==> config.mk <==
export PLATFORM = sky130hd
export DESIGN_NAME = cla_pipe_add16
export DESIGN_NICKNAME = d
export VERILOG_FILES = /design/src/rtl/cla_pipe_add16.sv
export SDC_FILE = /design/constraint.sdc
export NUM_CORES = 1
export LEC_CHECK = 0
export BUFFER_PORTS_ARGS = -buffer_cell sky130_fd_sc_hd__buf_4
export CORE_MARGIN = 2
export CORE_UTILIZATION = 55
export CTS_CLUSTER_DIAMETER = 50
export DETAILED_ROUTE_END_ITERATION = 10
export PLACE_DENSITY = 0.78
export REMOVE_ABC_BUFFERS = 1
export SYNTH_ARGS = -nofsm -noshare
export SYNTH_HDL_FRONTEND = slang
export SYNTH_SLANG_ARGS = --single-unit
==> constraint.sdc <==
create_clock -name clk -period 2.3 [get_ports clk]
set_input_delay 0.23 -clock clk [delete_from_list [all_inputs] [get_ports clk]]
set_output_delay 0.23 -clock clk [all_outputs]
set_load 0.01 [all_outputs]
==> src/rtl/cla_pipe_add16.sv <==
// 3-stage pipelined 16-bit carry-lookahead adder with valid/ready handshake and tag sideband.
// Optional signed saturation and ovf_out port enabled by defining CLA_SAT_EN.
module cla_pipe_add16 #(
   parameter int WIDTH = 16,
   parameter int TAG_W = 4
) (
   input  logic             clk,
   input  logic             rst_n,
   input  logic             in_valid,
   output logic             in_ready,
   input  logic [WIDTH-1:0] a_in,
   input  logic [WIDTH-1:0] b_in,
   input  logic             cin,
   input  logic [TAG_W-1:0] tag_in,
   output logic             out_valid,
   input  logic             out_ready,
   output logic [WIDTH-1:0] sum_out,
   output logic             cout,
   output logic [TAG_W-1:0] tag_out
`ifdef CLA_SAT_EN
   ,
   output logic             ovf_out
`endif
);

   localparam int GROUPS = WIDTH / 4;

   // Carry-in of each bit inside one 4-bit group, all terms flattened
   function automatic logic [3:0] cla4_carry(input logic [3:0] p,
                                             input logic [3:0] g,
                                             input logic       ci);
      logic [3:0] c;
      c[0] = ci;
      c[1] = g[0] | (p[0] & ci);
      c[2] = g[1] | (p[1] & g[0]) | (p[1] & p[0] & ci);
      c[3] = g[2] | (p[2] & g[1]) | (p[2] & p[1] & g[0]) | (p[2] & p[1] & p[0] & ci);
      return c;
   endfunction

   function automatic logic group_gen(input logic [3:0] p, input logic [3:0] g);
      return g[3] | (p[3] & g[2]) | (p[3] & p[2] & g[1]) | (p[3] & p[2] & p[1] & g[0]);
   endfunction

   logic             rdy1;
   logic             rdy2;
   logic             rdy3;

   logic             v1;
   logic [WIDTH-1:0] a1;
   logic [WIDTH-1:0] b1;
   logic             cin1;
   logic [TAG_W-1:0] tag1;

   logic             v2;
   logic [WIDTH-1:0] p2;
   logic [WIDTH-1:0] c2;
   logic             c16_2;
   logic [TAG_W-1:0] tag2;

   logic             v3;
   logic [WIDTH-1:0] sum3;
   logic             cout3;
   logic [TAG_W-1:0] tag3;

   logic [WIDTH-1:0] bit_p;
   logic [WIDTH-1:0] bit_g;
   logic [GROUPS-1:0] grp_g;
   logic [GROUPS-1:0] grp_p;
   logic [GROUPS:0]   grp_c;
   logic [WIDTH-1:0]  carry;
   logic [WIDTH-1:0]  sum_next;

`ifdef CLA_SAT_EN
   logic             a15_2;
   logic             ovf3;
   logic             ovf_next;
`endif

   // Global-advance chain: a bubble anywhere downstream lets upstream move
   assign rdy3     = !v3 | out_ready;
   assign rdy2     = !v2 | rdy3;
   assign rdy1     = !v1 | rdy2;
   assign in_ready = rdy1;

   always_ff @(posedge clk or negedge rst_n) begin
      if (!rst_n) begin
         v1   <= 1'b0;
         a1   <= '0;
         b1   <= '0;
         cin1 <= 1'b0;
         tag1 <= '0;
      end else if (rdy1) begin
         v1   <= in_valid;
         a1   <= a_in;
         b1   <= b_in;
         cin1 <= cin;
         tag1 <= tag_in;
      end
   end

   assign bit_p = a1 ^ b1;
   assign bit_g = a1 & b1;

   always_comb begin
      grp_g    = '0;
      grp_p    = '0;
      grp_c    = '0;
      carry    = '0;
      grp_c[0] = cin1;
      for (int unsigned k = 0; k < GROUPS; k++) begin
         grp_g[k]     = group_gen(bit_p[4*k +: 4], bit_g[4*k +: 4]);
         grp_p[k]     = &bit_p[4*k +: 4];
         grp_c[k + 1] = grp_g[k] | (grp_p[k] & grp_c[k]);
      end
      for (int unsigned k = 0; k < GROUPS; k++) begin
         carry[4*k +: 4] = cla4_carry(bit_p[4*k +: 4], bit_g[4*k +: 4], grp_c[k]);
      end
   end

   always_ff @(posedge clk or negedge rst_n) begin
      if (!rst_n) begin
         v2    <= 1'b0;
         p2    <= '0;
         c2    <= '0;
         c16_2 <= 1'b0;
         tag2  <= '0;
      end else if (rdy2) begin
         v2    <= v1;
         p2    <= bit_p;
         c2    <= carry;
         c16_2 <= grp_c[GROUPS];
         tag2  <= tag1;
      end
   end

`ifdef CLA_SAT_EN
   always_ff @(posedge clk or negedge rst_n) begin
      if (!rst_n) begin
         a15_2 <= 1'b0;
      end else if (rdy2) begin
         a15_2 <= a1[WIDTH-1];
      end
   end

   // Carries into and out of the sign bit disagree exactly on signed overflow
   always_comb begin
      ovf_next = c2[WIDTH-1] ^ c16_2;
      sum_next = p2 ^ c2;
      if (ovf_next) begin
         sum_next = {a15_2, {(WIDTH-1){~a15_2}}};
      end
   end
`else
   assign sum_next = p2 ^ c2;
`endif

   always_ff @(posedge clk or negedge rst_n) begin
      if (!rst_n) begin
         v3    <= 1'b0;
         sum3  <= '0;
         cout3 <= 1'b0;
         tag3  <= '0;
      end else if (rdy3) begin
         v3    <= v2;
         sum3  <= sum_next;
         cout3 <= c16_2;
         tag3  <= tag2;
      end
   end

`ifdef CLA_SAT_EN
   always_ff @(posedge clk or negedge rst_n) begin
      if (!rst_n) begin
         ovf3 <= 1'b0;
      end else if (rdy3) begin
         ovf3 <= ovf_next;
      end
   end

   assign ovf_out = ovf3;
`endif

   assign out_valid = v3;
   assign sum_out   = sum3;
   assign cout      = cout3;
   assign tag_out   = tag3;

endmodule

==> results.sh, run 1 <==
export IMPL_crit_type="reg2reg"
export IMPL_yosysSeqAreaShare=0.583
export IMPL_critPathMaxStageDelay_ns=0.42
export IMPL_worstPathCellList="ha_1 -> a21o_1 -> a221oi_1 -> nor2_1 -> a211oi_1 -> o21ai_1"
export IMPL_crit_arrival_ns=2.34
export IMPL_whs_ns=0.0553
export IMPL_dr_pass1_iters=5
export IMPL_path_clk_slew_ns=0.09
export IMPL_slowest_stage="a211oi_1"
export IMPL_finalHoldViolations=0
export IMPL_synthToLayoutAreaGrowth_pct=20.8
export IMPL_synth_most_common_cell="dfrtp_1"
export IMPL_clock_path_buffers=2
export IMPL_synth_area_leaders="dfrtp_1 58%, mux2_2 12%, nand2_1 6.6%"
export IMPL_synthArstFlopShare=1.00
export IMPL_ir_drop_uv=419
export IMPL_start_util=0.574
export IMPL_numCtsBuffers=9
export IMPL_drt_total_wl_um=7680
export IMPL_root_buffer="clkbuf_8"
export IMPL_overflow=0
export IMPL_fin_ws_ns=0.192
export IMPL_p_leak_uw=0.00240
export IMPL_rows=31
export IMPL_powerDensity_nw_per_um2=950
export IMPL_antenna_found_initial=0
export IMPL_io_pins=64
export IMPL_core_um2=7330
export IMPL_tightest_slew_ns=0.510
export IMPL_num_fill_cells=554
export IMPL_synth_edf_count=0
export IMPL_antenna_left=0
export IMPL_fmax_mhz=474
export IMPL_timing_final_crit_share=0.917
export IMPL_yosysTopAreaCellShare=0.583
export IMPL_totalNegativeSetupSlack_ns=0
export IMPL_critPathLaunchType="register"
export IMPL_drt_iter0_markers=109
export IMPL_cp_required_ns=2.53
export IMPL_hpwl_um=5400
export IMPL_fin_skew_ns=0.00736
export IMPL_die_w_um=91.5
export IMPL_holdCritPathClass="in2reg"
export IMPL_outcome="finished clean"
export IMPL_design_area_um2=5080
export IMPL_grt_first_pass_wirelength_um=13300
export IMPL_synth_distinct_cells=32
export IMPL_synth_cells=372
export IMPL_synth_top_area_cell="dfrtp_1"
export IMPL_finalSetupViolCount=0
export IMPL_cts_sinks=98
export IMPL_ys_warn_count=0
export IMPL_period_minus_slack_ns=2.11
export IMPL_cts_tree="done"
export IMPL_place_area_um2=4830
export IMPL_vias_per_cell=5.21
export IMPL_post_cts_resized=0
export IMPL_final_nets=495
export IMPL_synth_avg_cell_area_um2=11.3
export IMPL_numPortBuffers=63
export IMPL_worstSkewPairLatency_ns=0.36
export IMPL_grt_max_degree=45
export IMPL_drive_above_1_share=0.296
export IMPL_relSlewSlack=0.660
export IMPL_htree_levels=3
export IMPL_fin_cells=542
export IMPL_route_vias_total=2826
export IMPL_grt_total_usage=0.201
export IMPL_rsz0062_at_grt="false"
export IMPL_ys_ff_latch=98
export IMPL_crit_path_end_kind="register"
export IMPL_synth_area_um2=4210
export IMPL_pre_cts_slack_ns=0.207
export IMPL_diodes=0
export IMPL_grt_pass1_vias=2895
export IMPL_gp_congestion=0.762
export IMPL_crit_fanout=3
export IMPL_slew_violations=0
export IMPL_place_inst=525
export IMPL_fp_dieArea_um2=8370
export IMPL_fp_dieH_um=91.5
export IMPL_ys_flop_type="dfrtp_1"
export IMPL_drc=0
export IMPL_wl_per_cell_um=14.2
export IMPL_cap_violations=0
export IMPL_ys_top_cells_by_count="98 x dfrtp_1, 74 x nand2_1, 43 x mux2_2"
-- placed cells by master, fill, tap and decap left out, drive strengths merged, types with 2 or more instances in the layout --
cell type,n
dfrtp,98
nand2,74
buf,70
mux2,43
nor2,35
a21oi,30
xnor2,16
ha,16
clkbuf,10
o21ai,10
a21o,5
nand2b,4
and2,3
a221oi,3
nand3,3
bufinv,3
inv,3
or3,2
clkinv,2
-- metrics by stage --
step / utilization / total power, µW
2_1_floorplan: - / 3030
3_3_place_gp: 0.659 / 3500
3_5_place_dp: 0.659 / 3560
4_1_cts: 0.693 / 4870
5_1_grt: 0.693 / 5110
6_report: 0.693 / 4830
-- metal layers --
metal  global-route usage  vias up  routed length (µm)
met1                0.262     1370                3360
li1                     -     1386                   -
met5                    0        -                   0
met3               0.0332       12                 304
met2                0.332       58                3890
met4               0.0871        0                 118
-- worst paths after layout --
check / start / endpoint / slack (ns) / cells after the start
setup / recovery: a1[5]$_DFFE_PN0P_ / c2[15]$_DFFE_PN0P_ / 0.19 / 6
hold / removal: in_valid / v1$_DFFE_PN0P_ / 0.06 / 2
setup reg to reg: a1[5]$_DFFE_PN0P_ / c2[15]$_DFFE_PN0P_ / 0.19 / 6
hold reg to reg: tag2[2]$_DFFE_PN0P_ / tag2[2]$_DFFE_PN0P_ / 0.47 / 2
max in group asynchronous: rst_n / a1[1]$_DFFE_PN0P_ / 1.23 / 3
min in group asynchronous: rst_n / c2[0]$_DFFE_PN0P_ / 0.37 / 2
-- registers in the layout, summed over array words and instances, names as in the netlist --
name / cells
cout: 1
tag2: 4
v1: 1
tag1: 4
c2: 16
out_valid: 1
a1: 16
tag_out: 4
sum_out: 16
p2: 16
b1: 16
v2: 1
c16_2: 1
cin1: 1
-- kinds of logic after synthesis --
kind of cell | Yosys count | share of synthesized area
AND/OR/NAND/NOR | 126 | 0.123
adder cells (fa/ha/maj) | 16 | 0.0476
AO/OA/AOI/OAI | 54 | 0.0782
flip-flops | 98 | 0.583
buffers and inverters | 18 | 0.0172
XOR/XNOR | 16 | 0.0333
multiplexers | 44 | 0.117
-- critical path: cells and delay by family (launching register included) --
family                   cells  cell delay (ns)
AO/OA/AOI/OAI                4             1.14
flip-flops                   1             0.39
adder cells (fa/ha/maj)      1             0.34
AND/OR/NAND/NOR              1             0.10
-- repair_timing --
| action | 4_1_cts | 5_1_grt |
|---|---|---|
| buffers inserted | 0 | 0 |
| hold buffers | 1 | 0 |
| endpoints found under the hold margin | 37 | 0 |
-- power breakdown --
part           switching [µW]  internal (µW)  leakage (µW)  total, µW
Clock                     589            727      0.000121       1320
Combinational             570            624       0.00113       1190
Sequential                230           2090       0.00114       2320
-- layout make-up --
| class | instances | area, µm² | share of cell area |
|---|---|---|---|
| clock buffers | 10 | 128 | 0.0251 |
| clock inverters | 6 | 113 | 0.0222 |
| inverters | 2 | 7.51 | 0.00148 |
| multi-input cells | 256 | 1690 | 0.332 |
| flip-flops and latches | 98 | 2450 | 0.483 |
| well taps | 99 | 124 | 0.0244 |
| repair buffers | 71 | 573 | 0.113 |
No activity file was read; power rests on OpenSTA's default activity.
==> run 2: changes to the inputs <==
- PLACE_DENSITY: 0.78 -> default
- PLACE_DENSITY_LB_ADDON: default -> 0.1
- RECOVER_POWER: default -> 25
==> results.sh, run 2 (synthesis gave the netlist of run 1 again) <==
export IMPL_finalSetupViolCount=0
export IMPL_dr_pass1_iters=5
export IMPL_grt_pass1_vias=2854
export IMPL_numPortBuffers=63
export IMPL_rsz0062_at_grt="false"
export IMPL_slew_violations=0
export IMPL_post_route_util=0.689
export IMPL_worstPathCellList="ha_1 -> a21o_1 -> a21oi_1 -> a2111oi_4 -> or2_1 -> a221o_1"
export IMPL_crit_type="reg2reg"
export IMPL_crit_arrival_ns=2.35
export IMPL_drc=0
export IMPL_fin_skew_ns=0.0105
export IMPL_overflow=0
export IMPL_fp_dieArea_um2=8370
export IMPL_ir_drop_uv=419
export IMPL_num_fill_cells=549
export IMPL_place_area_um2=4850
export IMPL_cp_required_ns=2.56
export IMPL_start_util=0.574
export IMPL_io_pins=64
export IMPL_htree_levels=3
export IMPL_fp_dieH_um=91.5
export IMPL_route_vias_total=2808
export IMPL_outcome="finished clean"
export IMPL_use_met2=0.335
export IMPL_vias_per_cell=5.14
export IMPL_crit_fanout=4
export IMPL_cap_violations=0
export IMPL_core_um2=7330
export IMPL_rows=31
export IMPL_diodes=0
export IMPL_fmax_mhz=479
export IMPL_grt_first_pass_wirelength_um=13300
export IMPL_cts_tree="done"
export IMPL_hpwl_um=5470
export IMPL_pre_cts_slack_ns=0.195
export IMPL_grtUsageMet3=0.0407
export IMPL_die_w_um=91.5
export IMPL_cp_top_family="compound AO/OA/AOI/OAI gates"
export IMPL_worstSkewPairLatency_ns=0.37
export IMPL_fin_ws_ns=0.212
export IMPL_holdBufCountCts=1
export IMPL_met1_usage=0.261
export IMPL_relSlewSlack=0.203
export IMPL_antenna_found_initial=0
export IMPL_worst_path_buf_inv=0
export IMPL_finalHoldViolations=0
export IMPL_cts_setup_buffers=0
export IMPL_path_clk_slew_ns=0.09
export IMPL_antenna_left=0
export IMPL_grt_max_degree=50
export IMPL_drt_iter0_markers=71
export IMPL_clock_path_buffers=2
export IMPL_cts_sinks=98
export IMPL_gp_congestion=0.784
export IMPL_numCtsBuffers=9
export IMPL_drive_above_1_share=0.304
export IMPL_synthToLayoutAreaGrowth_pct=20.0
export IMPL_holdCritPathClass="in2reg"
export IMPL_period_minus_slack_ns=2.09
export IMPL_slowest_stage="dfrtp_1"
export IMPL_design_area_um2=5050
export IMPL_crit_path_end_kind="register"
export IMPL_multiInputGateArea_um2=1690
export IMPL_final_common_cell="dfrtp_1"
export IMPL_mostFrequentLayoutCells="98 x dfrtp_1, 73 x nand2_1, 71 x buf_4"
export IMPL_post_cts_resized=0
export IMPL_total_power_uw=4630
export IMPL_wl_per_cell_um=14.2
export IMPL_root_buffer="clkbuf_8"
export IMPL_final_nets=499
export IMPL_critPathMaxStageDelay_ns=0.39
export IMPL_timing_final_crit_share=0.908
export IMPL_drt_total_wl_um=7740
export IMPL_powerDensity_nw_per_um2=918
export IMPL_grt_total_usage=0.202
export IMPL_tightest_slew_ns=1.20
export IMPL_top_usage_layer="met2"
export IMPL_seqCellArea_um2=2450
export IMPL_p_leak_uw=0.00239
export IMPL_critPathLaunchType="register"
## run 2: cell count changes in the layout (fill, tap and decap cells not counted), sizes merged
| cell | change |
|---|---|
| buf | +2 |
| bufinv | -2 |
| clkbuf | +2 |
| clkinv | +1 |
| clkinvlp | +1 |
## run 2: worst reg2reg max path, delay by kind of cell, from the launching register on
kind                     cells  cell delay (ns)
flip-flops                   1             0.39
adder cells (fa/ha/maj)      1             0.34
AO/OA/AOI/OAI                4             0.99
AND/OR/NAND/NOR              1             0.27
## run 2: final timing paths
kind	from	end	slack [ns]	cells after the start
setup / recovery	a1[2]$_DFFE_PN0P_	c2[13]$_DFFE_PN0P_	0.21	6
hold / removal	in_valid	v1$_DFFE_PN0P_	0.05	2
setup reg to reg	a1[2]$_DFFE_PN0P_	c2[13]$_DFFE_PN0P_	0.21	6
hold reg to reg	tag2[1]$_DFFE_PN0P_	tag2[1]$_DFFE_PN0P_	0.47	2
max in group asynchronous	rst_n	a1[11]$_DFFE_PN0P_	0.47	3
min in group asynchronous	rst_n	cin1$_DFFE_PN0P_	0.63	2
## run 2: layer usage
layer  share of wire  wire length (µm)
met1            0.46              3530
met2            0.49              3800
met3           0.035               270
met4           0.018               143
met5               0                 0
## run 2: cell type report
class,count,area share
inverter,2,0.00149
clock buffer,10,0.0273
tap,99,0.0245
multi-input combinational,256,0.334
timing repair buffer,75,0.114
clock inverter,6,0.0129
sequential,98,0.486
## run 2: stage by stage
stage | std cells | hold WS, ns | TNS (ns)
floorplan | 356 | -0.0656 | -14.50
global placement | 529 | 0.288 | 0
detailed placement | 529 | 0.291 | 0
CTS | 546 | 0.0445 | 0
global route | 546 | 0.0506 | 0
finish | 546 | 0.0495 | 0
## run 2: report_power, final
part | switching (µW) | internal, µW | total, µW
clock | 591 | 534 | 1120
sequential | 226 | 2090 | 2310
combinational | 571 | 626 | 1200
==> run 3: changes to the inputs <==
- BUFFER_PORTS_ARGS: -buffer_cell sky130_fd_sc_hd__buf_4 -> -buffer_cell sky130_fd_sc_hd__buf_2
- SLEW_MARGIN: default -> 30
==> results.sh, run 3 (synthesis gave the netlist of run 1 again) <==
export IMPL_cp_top_family="compound AO/OA/AOI/OAI gates"
export IMPL_tightest_slew_ns=1.23
export IMPL_final_nets=499
export IMPL_rsz0062_at_grt="false"
export IMPL_cp_required_ns=2.53
export IMPL_root_buffer="clkbuf_8"
export IMPL_clock_path_buffers=2
export IMPL_grt_pass1_vias=2950
export IMPL_holdCritPathClass="in2reg"
export IMPL_relSlewSlack=0.182
export IMPL_antenna_left=0
export IMPL_wl_per_cell_um=14.3
export IMPL_mostFrequentLayoutCells="98 x dfrtp_1, 73 x nand2_1, 60 x buf_2"
export IMPL_slowest_stage="a211oi_1"
export IMPL_drc=0
export IMPL_p_leak_uw=0.00235
export IMPL_drt_iter0_markers=90
export IMPL_post_route_util=0.676
export IMPL_crit_type="reg2reg"
export IMPL_diodes=0
export IMPL_synthToLayoutAreaGrowth_pct=17.7
export IMPL_path_clk_slew_ns=0.09
export IMPL_cap_violations=0
export IMPL_fp_dieH_um=91.5
export IMPL_grt_total_usage=0.207
export IMPL_cts_setup_buffers=0
export IMPL_fin_skew_ns=0.00647
export IMPL_num_fill_cells=607
export IMPL_design_area_um2=4950
export IMPL_fmax_mhz=468
export IMPL_route_vias_total=2845
export IMPL_finalHoldViolations=0
export IMPL_critPathLaunchType="register"
export IMPL_post_cts_resized=0
export IMPL_grt_first_pass_wirelength_um=13600
export IMPL_fp_dieArea_um2=8370
export IMPL_ir_drop_uv=414
export IMPL_grt_max_degree=47
export IMPL_critPathMaxStageDelay_ns=0.44
export IMPL_outcome="finished clean"
export IMPL_r2r_slack_ns=0.16
export IMPL_drt_total_wl_um=7800
export IMPL_crit_fanout=3
export IMPL_period_minus_slack_ns=2.14
export IMPL_vias_per_cell=5.22
export IMPL_rows=31
export IMPL_die_w_um=91.5
export IMPL_crit_path_end_kind="register"
export IMPL_place_area_um2=4680
export IMPL_final_common_cell="dfrtp_1"
export IMPL_timing_final_crit_share=0.929
export IMPL_core_um2=7330
export IMPL_finalSetupViolCount=0
export IMPL_powerDensity_nw_per_um2=994
export IMPL_cts_tree="done"
export IMPL_hpwl_um=5470
export IMPL_antenna_found_initial=0
export IMPL_gp_congestion=0.774
export IMPL_numPortBuffers=63
export IMPL_total_power_uw=4920
export IMPL_slew_violations=0
export IMPL_worstSkewPairLatency_ns=0.36
export IMPL_start_util=0.574
export IMPL_worstPathCellList="ha_1 -> a21o_1 -> a221oi_1 -> nor2_1 -> a211oi_1 -> o21ai_1"
export IMPL_htree_levels=3
export IMPL_io_pins=64
export IMPL_cts_sinks=98
export IMPL_crit_arrival_ns=2.37
export IMPL_dr_pass1_iters=4
export IMPL_drive_above_1_share=0.294
export IMPL_worst_path_buf_inv=0
export IMPL_numCtsBuffers=9
export IMPL_overflow=0
==> run 3: cell count changes in the layout (fill, tap and decap cells not counted), sizes merged <==
cell	before	now
inv	3	2
buf	72	68
clkinv	3	0
clkbuf	12	16
clkinvlp	1	0
bufinv	1	5
==> run 3: path summary, 6_finish.rpt <==
kind | startpoint | end | cells after the start
setup / recovery | b1[5]$_DFFE_PN0P_ | c2[15]$_DFFE_PN0P_ | 6
hold / removal | in_valid | v1$_DFFE_PN0P_ | 2
setup reg to reg | b1[5]$_DFFE_PN0P_ | c2[15]$_DFFE_PN0P_ | 6
hold reg to reg | tag2[3]$_DFFE_PN0P_ | tag2[3]$_DFFE_PN0P_ | 2
max in group asynchronous | rst_n | a1[5]$_DFFE_PN0P_ | 3
min in group asynchronous | rst_n | c2[0]$_DFFE_PN0P_ | 2
==> run 3: layout make-up <==
type	count	area, µm²	share of cell area
clock buffers	10	138	0.0278
clock inverters	5	150	0.0303
inverters	2	7.51	0.00152
multi-input cells	256	1690	0.340
flip-flops and latches	98	2450	0.495
well taps	99	124	0.0250
repair buffers	75	395	0.0798
==> run 3: through the flow <==
step           std cells  setup slack (ns)  hold WS, ns  setup TNS (ns)
2_1_floorplan        356            -0.390      -0.0656          -14.50
3_3_place_gp         529             0.274        0.256               0
3_5_place_dp         529             0.244        0.262               0
4_1_cts              545             0.141       0.0557               0
5_1_grt              545           0.00112       0.0780               0
6_report             545             0.164       0.0680               0
==> run 3: power by group <==
| part | switching (µW) | internal (µW) | leakage (µW) |
|---|---|---|---|
| logic | 571 | 521 | 0.00107 |
| clock network | 566 | 965 | 0.000143 |
| registers | 213 | 2090 | 0.00114 |
| total | 1350 | 3570 | 0.00235 |
==> run 3: timing repair <==
item,in CTS,in global routing
setup endpoints to repair,0,0
hold buffers,1,0
endpoints found under the hold margin,43,0
==> run 3: layer usage <==
| metal | GRT usage | wire length [µm] | vias up |
|---|---|---|---|
| met5 | 0 | 0 | - |
| met4 | 0.0934 | 173 | 0 |
| met3 | 0.0332 | 281 | 13 |
| met2 | 0.350 | 3960 | 52 |
| met1 | 0.262 | 3390 | 1386 |
| li1 | - | - | 1394 |
==> run 3: worst reg2reg max path, stage by stage, from the launching register on <==
cell	delay [ns]
dfrtp_1	0.40
ha_1	0.31
a21o_1	0.20
a221oi_1	0.39
nor2_1	0.12
a211oi_1	0.44
o21ai_1	0.14
